`config.mk`:
```
export PLATFORM = sky130hd
export DESIGN_NAME = board_updater_flat
export DESIGN_NICKNAME = d
export VERILOG_FILES = /design/src/rtl/battleship_pkg.sv /design/src/rtl/board_updater_if.sv /design/src/rtl/board_coord_step.sv /design/src/rtl/board_updater.sv /design/src/flat_wrapper.sv
export SDC_FILE = /design/constraint.sdc
export NUM_CORES = 1
export LEC_CHECK = 0
export ABC_AREA = 1
export CAP_MARGIN = 10
export CORE_MARGIN = 2
export CORE_UTILIZATION = 28
export CTS_CLUSTER_SIZE = 25
export DETAILED_ROUTE_END_ITERATION = 6
export SETUP_SLACK_MARGIN = 0.1
export SYNTH_ARGS = -nofsm -noshare
export SYNTH_HDL_FRONTEND = slang
export SYNTH_SLANG_ARGS = --single-unit
```
`constraint.sdc`:
```
create_clock -name i_clk -period 1.7 [get_ports i_clk]
set_input_delay 0.255 -clock i_clk [delete_from_list [all_inputs] [get_ports i_clk]]
set_output_delay 0.255 -clock i_clk [all_outputs]
set_load 0.01 [all_outputs]
```
`src/rtl/battleship_pkg.sv`:
```
// Shared battleship constants: tile, opcode and response encodings plus board
// geometry. The tile renderer decodes the same tile constants.
package battleship_pkg;

  localparam int BOARD_DIM  = 10;
  localparam int SHIP_CELLS = 17;

  localparam logic [4:0] COORD_MAX  = 5'(BOARD_DIM - 1);
  localparam logic [4:0] HITS_MAX   = 5'(SHIP_CELLS);
  localparam logic [6:0] CLEAR_LAST = 7'(BOARD_DIM * BOARD_DIM - 1);

  typedef enum logic [1:0] {
    TILE_EMPTY = 2'd0,
    TILE_HIT   = 2'd1,
    TILE_MISS  = 2'd2,
    TILE_SHIP  = 2'd3
  } tile_t;

  typedef enum logic [1:0] {
    OP_CLEAR = 2'd0,
    OP_PLACE = 2'd1,
    OP_FIRE  = 2'd2,
    OP_RSVD  = 2'd3
  } op_t;

  typedef enum logic [1:0] {
    RESP_OK     = 2'd0,
    RESP_HIT    = 2'd1,
    RESP_MISS   = 2'd2,
    RESP_REJECT = 2'd3
  } resp_t;

  // How the board cursor advances on each step
  typedef enum logic [1:0] {
    STEP_X      = 2'd0,
    STEP_Y      = 2'd1,
    STEP_RASTER = 2'd2
  } step_mode_t;

  // Coordinates are widened to 5 bits so end-of-ship sums never wrap
  function automatic logic off_board(input logic [4:0] c);
    return c > COORD_MAX;
  endfunction

endpackage

```
`src/rtl/board_updater_if.sv`:
```
// Command, response and RAM write-port bundle of the board updater.
// slave is the updater's view; master is the command initiator / RAM side.
interface board_updater_if;

  logic       cmd_valid;
  logic       cmd_ready;
  logic [1:0] cmd_op;
  logic [3:0] cmd_x;
  logic [3:0] cmd_y;
  logic [2:0] cmd_len;
  logic       cmd_vert;

  logic [9:0] ram_addr;
  logic       ram_we;
  logic [1:0] ram_wdata;
  logic [1:0] ram_rdata;

  logic       resp_valid;
  logic [1:0] resp_code;
  logic [4:0] hit_count;
  logic       all_sunk;

  modport slave (
    input  cmd_valid, cmd_op, cmd_x, cmd_y, cmd_len, cmd_vert, ram_rdata,
    output cmd_ready, ram_addr, ram_we, ram_wdata,
    output resp_valid, resp_code, hit_count, all_sunk
  );

  modport master (
    output cmd_valid, cmd_op, cmd_x, cmd_y, cmd_len, cmd_vert, ram_rdata,
    input  cmd_ready, ram_addr, ram_we, ram_wdata,
    input  resp_valid, resp_code, hit_count, all_sunk
  );

endinterface

```
`src/rtl/board_coord_step.sv`:
```
// Board cursor shared by CLEAR, the PLACE overlap check and the PLACE write.
// Holds x/y plus a remaining-tile count; the registered x/y is the RAM address.
module board_coord_step
  import battleship_pkg::*;
(
  input  logic       i_clk,
  input  logic       i_rst_n,
  input  logic       i_load,
  input  logic       i_step,
  input  logic [4:0] i_x,
  input  logic [4:0] i_y,
  input  logic [6:0] i_cnt,
  input  step_mode_t i_mode,
  output logic [9:0] o_addr,
  output logic       o_last
);

  logic [4:0] r_x;
  logic [4:0] r_y;
  logic [6:0] r_cnt;
  step_mode_t r_mode;

  // Load a start tile and tile budget, then advance one tile per step
  always_ff @(posedge i_clk or negedge i_rst_n) begin
    if (!i_rst_n) begin
      r_x    <= '0;
      r_y    <= '0;
      r_cnt  <= '0;
      r_mode <= STEP_X;
    end else if (i_load) begin
      r_x    <= i_x;
      r_y    <= i_y;
      r_cnt  <= i_cnt;
      r_mode <= i_mode;
    end else if (i_step) begin
      r_cnt <= r_cnt - 7'd1;
      case (r_mode)
        STEP_Y: r_y <= r_y + 5'd1;
        STEP_RASTER: begin
          if (r_x == COORD_MAX) begin
            r_x <= '0;
            r_y <= r_y + 5'd1;
          end else begin
            r_x <= r_x + 5'd1;
          end
        end
        default: r_x <= r_x + 5'd1;
      endcase
    end
  end

  assign o_addr = {r_x, r_y};
  assign o_last = (r_cnt == 7'd0);

endmodule

```
`src/rtl/board_updater.sv`:
```
// Write-side engine for one player's board RAM: CLEAR, PLACE and FIRE
// commands run as read-check-write sequences, one response per command.
module board_updater
  import battleship_pkg::*;
(
  input  logic            i_clk,
  input  logic            i_rst_n,
  board_updater_if.slave  bus
);

  typedef enum logic [3:0] {
    IDLE, CLR, CHK_RD, CHK_EV, PL_WR, F_RD, F_WAIT, F_EV, RESP
  } state_t;

  state_t     r_state, w_state_nxt;
  logic       r_ram_we, w_ram_we_nxt;
  logic [1:0] r_ram_wdata, w_ram_wdata_nxt;
  logic       r_resp_valid;
  logic [1:0] r_resp_code, w_resp_code_nxt;
  logic [4:0] r_hit_count;
  logic       w_hit_clr, w_hit_inc;

  logic [3:0] r_x, r_y;
  logic [2:0] r_len;
  logic       r_vert;

  logic       w_accept;
  logic [4:0] w_cx, w_cy, w_len5, w_end;
  logic       w_place_bad, w_fire_bad;

  logic       w_ld, w_step, w_last;
  logic [4:0] w_ld_x, w_ld_y;
  logic [6:0] w_ld_cnt;
  step_mode_t w_ld_mode;
  logic [9:0] w_addr;

  assign w_accept = bus.cmd_valid && (r_state == IDLE);

  assign w_cx   = {1'b0, bus.cmd_x};
  assign w_cy   = {1'b0, bus.cmd_y};
  assign w_len5 = {2'b00, bus.cmd_len};
  assign w_end  = (bus.cmd_vert ? w_cy : w_cx) + w_len5 - 5'd1;

  assign w_fire_bad  = off_board(w_cx) || off_board(w_cy);
  assign w_place_bad = (bus.cmd_len < 3'd2) || (bus.cmd_len > 3'd5) ||
                       w_fire_bad || off_board(w_end);

  board_coord_step u_step (
    .i_clk   (i_clk),
    .i_rst_n (i_rst_n),
    .i_load  (w_ld),
    .i_step  (w_step),
    .i_x     (w_ld_x),
    .i_y     (w_ld_y),
    .i_cnt   (w_ld_cnt),
    .i_mode  (w_ld_mode),
    .o_addr  (w_addr),
    .o_last  (w_last)
  );

  // State register
  always_ff @(posedge i_clk or negedge i_rst_n) begin
    if (!i_rst_n) r_state <= IDLE;
    else          r_state <= w_state_nxt;
  end

  // Next state, cursor control and next values of the registered outputs
  always_comb begin
    w_state_nxt     = r_state;
    w_ram_we_nxt    = 1'b0;
    w_ram_wdata_nxt = TILE_EMPTY;
    w_resp_code_nxt = r_resp_code;
    w_hit_clr       = 1'b0;
    w_hit_inc       = 1'b0;
    w_ld            = 1'b0;
    w_step          = 1'b0;
    w_ld_x          = w_cx;
    w_ld_y          = w_cy;
    w_ld_cnt        = '0;
    w_ld_mode       = STEP_X;
    case (r_state)
      IDLE: begin
        if (bus.cmd_valid) begin
          case (bus.cmd_op)
            OP_CLEAR: begin
              w_ld         = 1'b1;
              w_ld_x       = '0;
              w_ld_y       = '0;
              w_ld_cnt     = CLEAR_LAST;
              w_ld_mode    = STEP_RASTER;
              w_ram_we_nxt = 1'b1;
              w_hit_clr    = 1'b1;
              w_state_nxt  = CLR;
            end
            OP_PLACE: begin
              if (w_place_bad) begin
                w_resp_code_nxt = RESP_REJECT;
                w_state_nxt     = RESP;
              end else begin
                w_ld        = 1'b1;
                w_ld_cnt    = {4'b0000, bus.cmd_len - 3'd1};
                w_ld_mode   = bus.cmd_vert ? STEP_Y : STEP_X;
                w_state_nxt = CHK_RD;
              end
            end
            OP_FIRE: begin
              if (w_fire_bad) begin
                w_resp_code_nxt = RESP_REJECT;
                w_state_nxt     = RESP;
              end else begin
                w_ld        = 1'b1;
                w_state_nxt = F_RD;
              end
            end
            default: begin
              w_resp_code_nxt = RESP_REJECT;
              w_state_nxt     = RESP;
            end
          endcase
        end
      end
      CLR: begin
        if (w_last) begin
          w_resp_code_nxt = RESP_OK;
          w_state_nxt     = RESP;
        end else begin
          w_step       = 1'b1;
          w_ram_we_nxt = 1'b1;
        end
      end
      CHK_RD: w_state_nxt = CHK_EV;
      CHK_EV: begin
        if (bus.ram_rdata != TILE_EMPTY) begin
          w_resp_code_nxt = RESP_REJECT;
          w_state_nxt     = RESP;
        end else if (w_last) begin
          // Rewind the cursor to the ship's first tile for the write pass
          w_ld            = 1'b1;
          w_ld_x          = {1'b0, r_x};
          w_ld_y          = {1'b0, r_y};
          w_ld_cnt        = {4'b0000, r_len - 3'd1};
          w_ld_mode       = r_vert ? STEP_Y : STEP_X;
          w_ram_we_nxt    = 1'b1;
          w_ram_wdata_nxt = TILE_SHIP;
          w_state_nxt     = PL_WR;
        end else begin
          w_step      = 1'b1;
          w_state_nxt = CHK_RD;
        end
      end
      PL_WR: begin
        if (w_last) begin
          w_resp_code_nxt = RESP_OK;
          w_state_nxt     = RESP;
        end else begin
          w_step          = 1'b1;
          w_ram_we_nxt    = 1'b1;
          w_ram_wdata_nxt = TILE_SHIP;
        end
      end
      F_RD:   w_state_nxt = F_WAIT;
      F_WAIT: w_state_nxt = F_EV;
      F_EV: begin
        w_state_nxt = RESP;
        case (bus.ram_rdata)
          TILE_SHIP: begin
            w_ram_we_nxt    = 1'b1;
            w_ram_wdata_nxt = TILE_HIT;
            w_resp_code_nxt = RESP_HIT;
            w_hit_inc       = 1'b1;
          end
          TILE_EMPTY: begin
            w_ram_we_nxt    = 1'b1;
            w_ram_wdata_nxt = TILE_MISS;
            w_resp_code_nxt = RESP_MISS;
          end
          default: w_resp_code_nxt = RESP_REJECT;
        endcase
      end
      RESP:    w_state_nxt = IDLE;
      default: w_state_nxt = IDLE;
    endcase
  end

  // Registered RAM strobe/data and response outputs
  always_ff @(posedge i_clk or negedge i_rst_n) begin
    if (!i_rst_n) begin
      r_ram_we     <= 1'b0;
      r_ram_wdata  <= TILE_EMPTY;
      r_resp_valid <= 1'b0;
      r_resp_code  <= RESP_OK;
    end else begin
      r_ram_we     <= w_ram_we_nxt;
      r_ram_wdata  <= w_ram_wdata_nxt;
      r_resp_valid <= (w_state_nxt == RESP);
      r_resp_code  <= w_resp_code_nxt;
    end
  end

  // Command fields kept for the PLACE write pass after the overlap check
  always_ff @(posedge i_clk or negedge i_rst_n) begin
    if (!i_rst_n) begin
      r_x    <= '0;
      r_y    <= '0;
      r_len  <= '0;
      r_vert <= 1'b0;
    end else if (w_accept) begin
      r_x    <= bus.cmd_x;
      r_y    <= bus.cmd_y;
      r_len  <= bus.cmd_len;
      r_vert <= bus.cmd_vert;
    end
  end

  // Saturating hit counter, zeroed when a CLEAR is accepted
  always_ff @(posedge i_clk or negedge i_rst_n) begin
    if (!i_rst_n) begin
      r_hit_count <= '0;
    end else if (w_hit_clr) begin
      r_hit_count <= '0;
    end else if (w_hit_inc && (r_hit_count != HITS_MAX)) begin
      r_hit_count <= r_hit_count + 5'd1;
    end
  end

  assign bus.cmd_ready  = (r_state == IDLE);
  assign bus.ram_addr   = w_addr;
  assign bus.ram_we     = r_ram_we;
  assign bus.ram_wdata  = r_ram_wdata;
  assign bus.resp_valid = r_resp_valid;
  assign bus.resp_code  = r_resp_code;
  assign bus.hit_count  = r_hit_count;
  assign bus.all_sunk   = (r_hit_count == HITS_MAX);

endmodule

```
`src/flat_wrapper.sv`:
```
// flat-port wrapper written by rule: the top's interface ports become plain ports
module board_updater_flat import battleship_pkg::*;
  (i_clk, i_rst_n, bus_cmd_valid, bus_cmd_op, bus_cmd_x, bus_cmd_y, bus_cmd_len, bus_cmd_vert, bus_ram_rdata, bus_cmd_ready, bus_ram_addr, bus_ram_we, bus_ram_wdata, bus_resp_valid, bus_resp_code, bus_hit_count, bus_all_sunk);
  board_updater_if bus_i ();
  input  logic i_clk;
  input  logic i_rst_n;
  input wire logic [$bits(bus_i.cmd_valid)-1:0] bus_cmd_valid;
  input wire logic [$bits(bus_i.cmd_op)-1:0] bus_cmd_op;
  input wire logic [$bits(bus_i.cmd_x)-1:0] bus_cmd_x;
  input wire logic [$bits(bus_i.cmd_y)-1:0] bus_cmd_y;
  input wire logic [$bits(bus_i.cmd_len)-1:0] bus_cmd_len;
  input wire logic [$bits(bus_i.cmd_vert)-1:0] bus_cmd_vert;
  input wire logic [$bits(bus_i.ram_rdata)-1:0] bus_ram_rdata;
  output wire logic [$bits(bus_i.cmd_ready)-1:0] bus_cmd_ready;
  output wire logic [$bits(bus_i.ram_addr)-1:0] bus_ram_addr;
  output wire logic [$bits(bus_i.ram_we)-1:0] bus_ram_we;
  output wire logic [$bits(bus_i.ram_wdata)-1:0] bus_ram_wdata;
  output wire logic [$bits(bus_i.resp_valid)-1:0] bus_resp_valid;
  output wire logic [$bits(bus_i.resp_code)-1:0] bus_resp_code;
  output wire logic [$bits(bus_i.hit_count)-1:0] bus_hit_count;
  output wire logic [$bits(bus_i.all_sunk)-1:0] bus_all_sunk;
  assign bus_i.cmd_valid = bus_cmd_valid;
  assign bus_i.cmd_op = bus_cmd_op;
  assign bus_i.cmd_x = bus_cmd_x;
  assign bus_i.cmd_y = bus_cmd_y;
  assign bus_i.cmd_len = bus_cmd_len;
  assign bus_i.cmd_vert = bus_cmd_vert;
  assign bus_i.ram_rdata = bus_ram_rdata;
  assign bus_cmd_ready = bus_i.cmd_ready;
  assign bus_ram_addr = bus_i.ram_addr;
  assign bus_ram_we = bus_i.ram_we;
  assign bus_ram_wdata = bus_i.ram_wdata;
  assign bus_resp_valid = bus_i.resp_valid;
  assign bus_resp_code = bus_i.resp_code;
  assign bus_hit_count = bus_i.hit_count;
  assign bus_all_sunk = bus_i.all_sunk;
  board_updater u_core (.i_clk(i_clk), .i_rst_n(i_rst_n), .bus(bus_i));
endmodule
```
* Yosys cells after proc, flatten, opt, wreduce, memory -nomap -nowiden
Index checks and enable logic that the tools add are counted.
** Storage, ports and cells
- Register bits after elaboration :: 46
- Bits of input ports :: 19
- Output and inout bits :: 23
- Word-level logic and storage cells :: 146
** Cells by class
- Add/sub/neg operators :: 8
- $lt $le $gt $ge :: 5
- Equality and inequality tests :: 24
- Multiplexer cells :: 75
- Reductions and logical operators :: 20
** Operators with widths (number)
- 2-to-1 mux 5 bit :: 12
- 2-to-1 mux 4 bit :: 10
- case mux 5 bit (2 select lines) :: 4
- 2-to-1 mux 7 bit :: 4
- case mux 4 bit (7 select lines) :: 1
- case mux 7 bit (2 select lines) :: 2
- 2-to-1 mux 2 bit :: 12
- equality test 4 x 3 -> 1 bit (second input constant) :: 4
- case mux 2 bit (2 select lines) :: 4
- adder 5 x 1 -> 5 bit (second input constant) :: 3
- 2-to-1 mux 1 bit :: 15
- case mux 2 bit (3 select lines) :: 2
- case mux 4 bit (3 select lines) :: 1
- 2-to-1 mux 3 bit :: 3
- equality test 4 x 2 -> 1 bit (second input constant) :: 2
- greater-than comparator 4 bit (second input constant) :: 2
- case mux 2 bit (4 select lines) :: 1
- logical NOT 7 bit :: 1
- AND reduction 7 bit :: 1
- subtractor 7 x 1 -> 7 bit (second input constant) :: 1
- equality test 2 bit (second input constant) :: 3
- != test 2 bit (second input constant) :: 3
- != test 3 x 2 -> 1 bit (second input constant) :: 2
- nonzero test 2 bit :: 3
- other kinds (26) :: 36

* Logic depth before layout (Yosys ltp)
Gate-level depths: netlist of run 1.
- Depth in word-level cells :: 11
- Gate-level depth with buffers :: 16
- Depth with buffers taken out :: 16

* Modules after synthesis
Synthesis of run 1 repeated with hierarchy kept, for this count alone.
** Unflattened totals
- Cell total of the unflattened synthesis :: 407
- Area total of the unflattened synthesis :: 3030.4 um^2
** By module, submodules not included
- board_updater :: instances 1, cells an instance 254, area an instance 1861.8 um^2, sequential area each 675.6 um^2
- board_coord_step :: instances 1, cells an instance 153, area an instance 1168.6 um^2, sequential area each 475.5 um^2

* Worst setup path before layout of run 1
No wires, ideal clock.
- Path type :: in2reg
- From :: input bus_cmd_vert
- To :: register u_core.u_step.r_cnt[0]
- Setup time :: 0.131 ns
- Arrival :: 2.306 ns
- Required time :: 1.569 ns
- Slack :: -0.737 ns
- Stages :: 15
- Buffers on the path :: 1
- Cell sequence :: inv_2 -> nand2_1 -> o21ai_0 -> ha_1 -> inv_1 -> ha_1 -> fa_1 -> or2_2 -> nand3_1 -> nand4_2 -> nand2_2 -> nand2_4 -> buf_6 -> nand3_1 -> o211ai_1
** On the way
- Longest elaborated chain between the ends :: 10
- Elaborated cells between the ends (all ways) :: 15
- Those cells by class :: add/sub: 2; order compare: 1; mux: 10; reduce/logical: 2
** RTL lines
- from (decl) :: RTL line flat_wrapper.sv:12 : input wire logic [$bits(bus_i.cmd_vert)-1:0] bus_cmd_vert;
- 2-to-1 mux 4 bit * :: RTL line board_updater.sv:42 : assign w_end = (bus.cmd_vert ? w_cy : w_cx) + w_len5 - 5'd1;
- adder 5 x 3 -> 5 bit * :: RTL line board_updater.sv:42
- subtractor 5 x 1 -> 5 bit * :: RTL line board_updater.sv:42
- greater-than comparator 5 x 4 -> 1 bit * :: RTL line battleship_pkg.sv:42 : return c > COORD_MAX;
- logical OR 1 bit * :: RTL line board_updater.sv:46 : w_fire_bad || off_board(w_end);
- 2-to-1 mux 1 bit or 2-to-1 mux 3 bit (tied branches) :: RTL line board_updater.sv:96 : if (w_place_bad) begin
- case mux 1 bit (3 select lines) or case mux 7 bit (2 select lines) (tied branches) :: RTL line board_updater.sv:84 : case (bus.cmd_op)
- 2-to-1 mux 1 bit or 2-to-1 mux 7 bit (tied branches) :: RTL line board_updater.sv:83 : if (bus.cmd_valid) begin
- case mux 1 bit (2 select lines) or case mux 7 bit (2 select lines) (tied branches) :: RTL line board_updater.sv:81 : case (r_state)
- 2-to-1 mux 7 bit or nonzero test 2 bit (tied branches)
- to (signal assigned) :: RTL line board_coord_step.sv:33 : r_cnt <= i_cnt;
- to (signal assigned) :: RTL line board_coord_step.sv:36 : r_cnt <= r_cnt - 7'd1;
- to (decl) :: RTL line board_coord_step.sv:20 : logic [6:0] r_cnt;
Every way passes the cells marked *; elsewhere a longest branch is shown, timed or not.
A chain may end at the register's enable or synchronous reset.

* Worst setup path in the final report of run 1
- From :: input bus_cmd_x[1]
- To :: register u_core.u_step.r_cnt[6]
** On the way
- Longest elaborated chain between the ends :: 10
- Elaborated cells between the ends (all ways) :: 15
- Those cells by class :: add/sub: 2; order compare: 2; mux: 7; reduce/logical: 4
** RTL lines
- from (decl) :: RTL line flat_wrapper.sv:9 : input wire logic [$bits(bus_i.cmd_x)-1:0] bus_cmd_x;
- 2-to-1 mux 4 bit :: RTL line board_updater.sv:42
- adder 5 x 3 -> 5 bit :: RTL line board_updater.sv:42
- subtractor 5 x 1 -> 5 bit :: RTL line board_updater.sv:42
- greater-than comparator 5 x 4 -> 1 bit :: RTL line battleship_pkg.sv:42
- logical OR 1 bit :: RTL line board_updater.sv:46
- 2-to-1 mux 1 bit :: RTL line board_updater.sv:96
- case mux 1 bit (3 select lines) * :: RTL line board_updater.sv:84
- 2-to-1 mux 1 bit * :: RTL line board_updater.sv:83
- case mux 1 bit (2 select lines) * :: RTL line board_updater.sv:81
- 2-to-1 mux 7 bit or nonzero test 2 bit (tied branches)
Marked as above.

==> out/qor.csv, run 1 <==
metric;value;unit
status;finished, violations left;
violated checks;setup timing;
Buf/Inv on CP;4;
total vias in the final route;3088;
Initial DRT Pass Iterations;4;
Sink Count;46;
DRT iter0 DRCs;125;
chip height;108;um
Hold Crit Depth;3;
mapped cell area;3050;um2
Yosys warnings;0;
RSZ-0062 raised after global routing;true;
setup ws final;-0.472;ns
Psw;2060;uW
data required time of the worst path;1.90;ns
Flop pwr share;34.2;%
Design Power;5280;uW
fin util;43.6;%
Final Setup Violations;24;
Total Routing Usage GR;14.3;%
Final Skew;0.00888;ns
Power per Cell Area;1130;nW/um2
routability cong.;0.858;
Max-Slew Margin vs Limit;68.4;%
ys flop type;dfrtp_1;
Worst Setup End Kind;flip-flop;
cell count after synthesis;396;
Post-synth ARST share;100;%
register area;1150;um2
number of global-route vias before repair;2927;
clock share of power;16.0;%
CP peak stage delay;0.41;ns
ant diodes;0;
Final min period;2.17;ns
Port Buf Inserts;41;
Max-Cap Viols;0;
syn nets;435;
Top delay family on crit path;simple AND/OR/NAND/NOR gates;
cell taking the most area after synthesis;dfrtp_1;
core area;10700;um2
Fmax;460;MHz
CTS Buffer Depth;2;
Mean Syn Cell Area;7.71;um2
main area contributors after synthesis;dfrtp_1, nand2_1, ha_1;
drt total wl;8430;um
worst-path cell chain;buf_6, inv_4, nand2_4, o21ai_2, ha_1, inv_2, ha_4, fa_2, or2_4, nand3_4, nand4_4, nand2_4, nand2_8, nand2_8, buf_12, o21ai_2;
global-route wire length before repair;13300;um
largest fanout on the critical path;8;
DRC;0;
internal power;3220;uW
DRT antenna net count;0;
Cells after DPL;637;
Crit Path Category;input port to flip-flop;
TritonCTS clock tree;done;
largest net degree at the start of global routing;21;
die area;11700;um2
GRT Residual Overflow;0;
CP Launch Type;input port;
CP max stage cell;fa_2;
post-place setup slack;-1.37;ns
drt wl/cell;12.7;um
Reg clk slew, reported paths;0.10;ns
layout cell share with drive strength beyond 1;37.0;%
r2r worst-path depth;13;
Layout fillers;1101;
CTS Root Cell;clkbuf_8;
boundary pin count;42;
post-synth cell types;38;
post-DP HPWL;6130;um
Worst Tran Pin Value;0.475;ns
Final Hold Fails;0;
maximum VDD drop;528;uV
drt via density;4.66;
critical path arrival;2.37;ns
flops & latches, synth;46;
Non-Filler Instances;662;
Crit. path cell count;16;
synthesis-to-layout area growth;53.5;%
Final Max Slew Viols;0;
LEAKAGE;0.00234;uW
sw frac;39.1;%
Fin Setup TNS;-9.81;ns
Rows;38;
TritonCTS buffer count;5;
Comb pwr share;49.8;%
register area share after synthesis;37.7;%
die width;108;um
fin nets;560;
Final Cycle Share;128;%
initial core utilization;28.4;%
H-tree Lvls;2;
post-synth top area share;37.7;%
initial antenna violation count;0;
Post-synth EDFFs;0;
area of the multi-input gates;1930;um2
Clock Latency Late Sink;0.31;ns
Hold WC Path Type;input port to flip-flop;
worst paths after layout:
| check | start | to | slack (ns) |
|---|---|---|---|
| worst max-delay path | bus_cmd_x[1] | u_core.u_step.r_cnt[6]$_DFFE_PN0P_ | -0.47 |
| min in group asynchronous | i_rst_n | u_core.r_state[2]$_DFF_PN0_ | 0.44 |
| worst min register to register | u_core.r_y[0]$_DFFE_PN0P_ | u_core.r_y[0]$_DFFE_PN0P_ | 0.49 |
| worst min-delay path | bus_cmd_y[2] | u_core.r_y[2]$_DFFE_PN0P_ | 0.25 |
| max in group asynchronous | i_rst_n | u_core.r_y[0]$_DFFE_PN0P_ | 0.68 |
| worst max register to register | u_core.u_step.r_cnt[0]$_DFFE_PN0P_ | u_core.u_step.r_cnt[1]$_DFFE_PN0P_ | -0.13 |
metrics by stage:
stage	cell area, um2	hold slack, ns
finish	4680	0.247
global route	4680	0.259
CTS	4450	0.413
detailed placement	4120	0.232
global placement	4120	0.231
floorplan	3090	-0.0406
what timing repair did:
item,in CTS,in global routing
pin swaps,27,42
hold buffers,1,0
buffers inserted,7,9
resized for setup,62,72
endpoints found under the hold margin,18,0
gates cloned,1,0
setup endpoints to repair,27,41
layer usage:
layer | up-vias | part of all wire, % | wire, um | global-route usage [%]
met3 | 10 | 3.6 | 302 | 1.87
met4 | 0 | 1.7 | 142 | 4.67
met2 | 53 | 52 | 4370 | 24.8
met5 | - | 0 | 0 | 0
met1 | 1477 | 43 | 3610 | 18.3
li1 | 1548 | - | - | -
registers in the layout (all words and copies together) (netlist names), 3 cells and up:
signal and flops:
u_core.r_state 4, u_core.r_len 3, u_core.r_y 4, u_core.r_x 4, u_core.bus.hit_count 5, u_core.u_step.r_y 5
u_core.u_step.r_cnt 7, u_core.u_step.r_x 5
cell families (layout without fill, tap and decap cells):
kind of cell	Yosys count	count (layout)	share of synthesized area, %
fa+ha+maj	20	20	8.45
flops	46	46	37.7
simple gates	185	186	29.0
compound gates	65	65	12.0
buf+inv	67	192	9.06
xor+xnor	13	13	3.73
synth_stat cells, drive strengths merged (4+ instances only):
cell type,count
o211ai,5
ha,19
o21ai,39
xnor2,4
nand4,13
dfrtp,46
inv,60
nand2,101
a22oi,4
xor2,9
buf,4
nand3,31
nor3,5
nor2,30
a21oi,13
placed cells by master, fill, tap and decap left out, types with 15 or more instances in the layout:
master | synthesis | layout
buf_4 | 0 | 72
clkdlybuf4s50_1 | 0 | 26
dfrtp_1 | 46 | 45
ha_1 | 19 | 15
inv_1 | 55 | 45
nand2_1 | 87 | 72
nand2_2 | 10 | 21
nand3_1 | 30 | 17
nor2_1 | 27 | 18
o21ai_0 | 33 | 23
tightest hold or removal path, stage by stage:
cell      delay (ns)
clkbuf_2        0.10
inv_2           0.07
o21ai_0         0.08
area by class of cell:
class | instances | area share, %
Multi-Input combinational cell | 284 | 41.3
Sequential cell | 46 | 24.6
Timing Repair Buffer | 123 | 22.6
Inverter | 61 | 5.34
Tap cell | 140 | 3.74
Clock buffer | 5 | 1.47
Clock inverter | 3 | 0.962
power groups by stage:
stage	Clock (uW)	Sequential (uW)	Combinational, uW
3_5_place_dp	0	1830	2270
6_report	848	1810	2630
2_1_floorplan	0	1850	1260
3_3_place_gp	0	1820	2230
5_1_grt	893	1860	2920
4_1_cts	868	1810	2430
No activity file was read; power rests on OpenSTA's default activity.
==> inputs of run 2 (changes only) <==
Settings changed: CORE_UTILIZATION 28 to 30.
==> out/qor.csv, run 2 (same netlist as run 1, synthesis figures left out) <==
metric;value;unit;change
initial core utilization;31.1;%;+2.7 points
initial antenna violation count;0;;unchanged
GRT Residual Overflow;0;;unchanged
crit path from;bus_cmd_y[1];;
drt via density;4.60;;-1.5%
DRC;0;;unchanged
LEAKAGE;0.00237;uW;+1.4%
TritonCTS clock tree;done;;
CP Launch Type;input port;;
Final Max Slew Viols;0;;unchanged
Final Cycle Share;129;%;+1.5 points
most flop-heavy register;u_core.u_step.r_cnt;;
layout cell share with drive strength beyond 1;35.7;%;-1.2 points
chip height;105;um;-3.3%
Cells after DPL;630;;-1.1%
largest net degree at the start of global routing;21;;unchanged
DRT antenna net count;0;;unchanged
Crit Path Category;input port to flip-flop;;
Worst Setup End Kind;flip-flop;;
most frequent cells in the layout;nand2_1, buf_4, dfrtp_1;;
Max-Slew Margin vs Limit;68.7;%;+0.37 points
number of global-route vias before repair;2881;;-1.6%
Final Skew;0.00714;ns;-0.00174 ns
CTS Buffer Depth;2;;unchanged
violated checks;setup timing;;
global-route wire length before repair;13000;um;-2.2%
setup ws final;-0.498;ns;-0.0262 ns
Non-Filler Instances;659;;-0.45%
Rows;36;;-5.3%
CTS Root Cell;clkbuf_8;;
most common cell after layout, fill and taps aside;nand2_1;;
fin nets;564;;+0.71%
data required time of the worst path;1.89;ns;about the same
Fmax;455;MHz;-1.2%
Final Hold Fails;0;;unchanged
critical path arrival;2.39;ns;+0.02 ns
die area;11000;um2;-6.4%
Final Setup Violations;24;;unchanged
core area;9820;um2;-8.6%
Max-Cap Viols;0;;unchanged
Fin Setup TNS;-10.36;ns;-0.551 ns
Reg clk slew, reported paths;0.09;ns;about the same
maximum VDD drop;349;uV;-34%
total vias in the final route;3029;;-1.9%
Hold Startpoint;bus_cmd_y[0];;
Final min period;2.20;ns;+0.0262 ns
die width;105;um;-3.3%
Port Buf Inserts;41;;unchanged
ant diodes;0;;unchanged
synthesis-to-layout area growth;53.6;%;
DRT iter0 DRCs;103;;-18%
Power per Cell Area;1120;nW/um2;-0.69%
post-DP HPWL;5930;um;-3.4%
status;finished, violations left;;
routability cong.;0.911;;+6.2%
H-tree Lvls;2;;unchanged
Hold WC Path Type;input port to flip-flop;;
post-place setup slack;-1.38;ns;-0.00728 ns
boundary pin count;42;;unchanged
Sink Count;46;;unchanged
max reg flops;7;;unchanged
TritonCTS buffer count;5;;unchanged
Total Routing Usage GR;14.4;%;+0.11 points
drt wl/cell;11.9;um;-6.3%
drt total wl;7860;um;-6.7%
RSZ-0062 raised after global routing;true;;
Clock Latency Late Sink;0.30;ns;about the same
launching point of the worst reg2reg path;u_core.r_state[1]$_DFF_PN0_;;
largest fanout on the critical path;7;;-1
Worst Tran Pin Value;0.464;ns;-0.0104 ns
Initial DRT Pass Iterations;4;;unchanged
run 2: area by class of cell:
type / instances / area (um2)
Sequential cell: 46 / 1150
Fill cell: 946 / 5130
Multi-Input combinational cell: 283 / 1900
Inverter: 61 / 241
Clock buffer: 5 / 68.8
Timing Repair Buffer: 128 / 1120
Tap cell: 133 / 166
Clock inverter: 3 / 40.0
run 2: what timing repair did:
item                                   CTS  global route
resized for setup                       58            71
setup endpoints to repair               26            38
pin swaps                               20            35
endpoints found under the hold margin   18             0
buffers inserted                        10            13
hold buffers                             1             0
gates cloned                             0             0
run 2: through the flow:
stage | cell area [um2] | util [%] | hold WS (ns) | power (uW)
2_1_floorplan | 3090 | - | -0.0406 | 3110
3_3_place_gp | 4110 | 41.8 | 0.236 | 4060
3_5_place_dp | 4110 | 41.8 | 0.240 | 4100
4_1_cts | 4400 | 44.8 | 0.345 | 5080
5_1_grt | 4690 | 47.7 | 0.327 | 5680
6_report | 4690 | 47.7 | 0.307 | 5250
run 2: path summary, 6_finish.rpt:
check | to | cells past startpoint | slack, ns
worst max-delay path | u_core.u_step.r_cnt[6]$_DFFE_PN0P_ | 15 | -0.50
worst min-delay path | u_core.r_y[0]$_DFFE_PN0P_ | 4 | 0.31
worst max register to register | u_core.u_step.r_cnt[6]$_DFFE_PN0P_ | 10 | -0.09
worst min register to register | u_core.r_x[1]$_DFFE_PN0P_ | 2 | 0.50
max in group asynchronous | u_core.u_step.r_y[2]$_DFFE_PN0P_ | 3 | 0.70
min in group asynchronous | u_core.r_state[3]$_DFF_PN0_ | 2 | 0.42
run 2: power breakdown:
part           switching, uW  internal, uW  total (uW)  leakage (uW)
clock                    382           433         815     0.0000579
sequential               325          1500        1820      0.000581
combinational           1330          1290        2620       0.00173
run 2: per-layer routing:
layer	GRT usage (%)	up-vias	wire length [um]
met1	18.2	1417	3460
li1	-	1554	-
met4	4.19	0	116
met5	0	-	0
met3	2.00	7	249
met2	25.4	51	4030
run 2: critical path, stage by stage:
cell	delay [ns]
clkbuf_2	0.11
o21ai_4	0.18
ha_4	0.22
inv_2	0.06
ha_4	0.13
fa_2	0.41
or2_4	0.24
nand3_4	0.08
nand4_4	0.10
nand2_4	0.12
nand2_8	0.09
nand2_8	0.11
buf_6	0.13
buf_12	0.11
o21ai_2	0.04
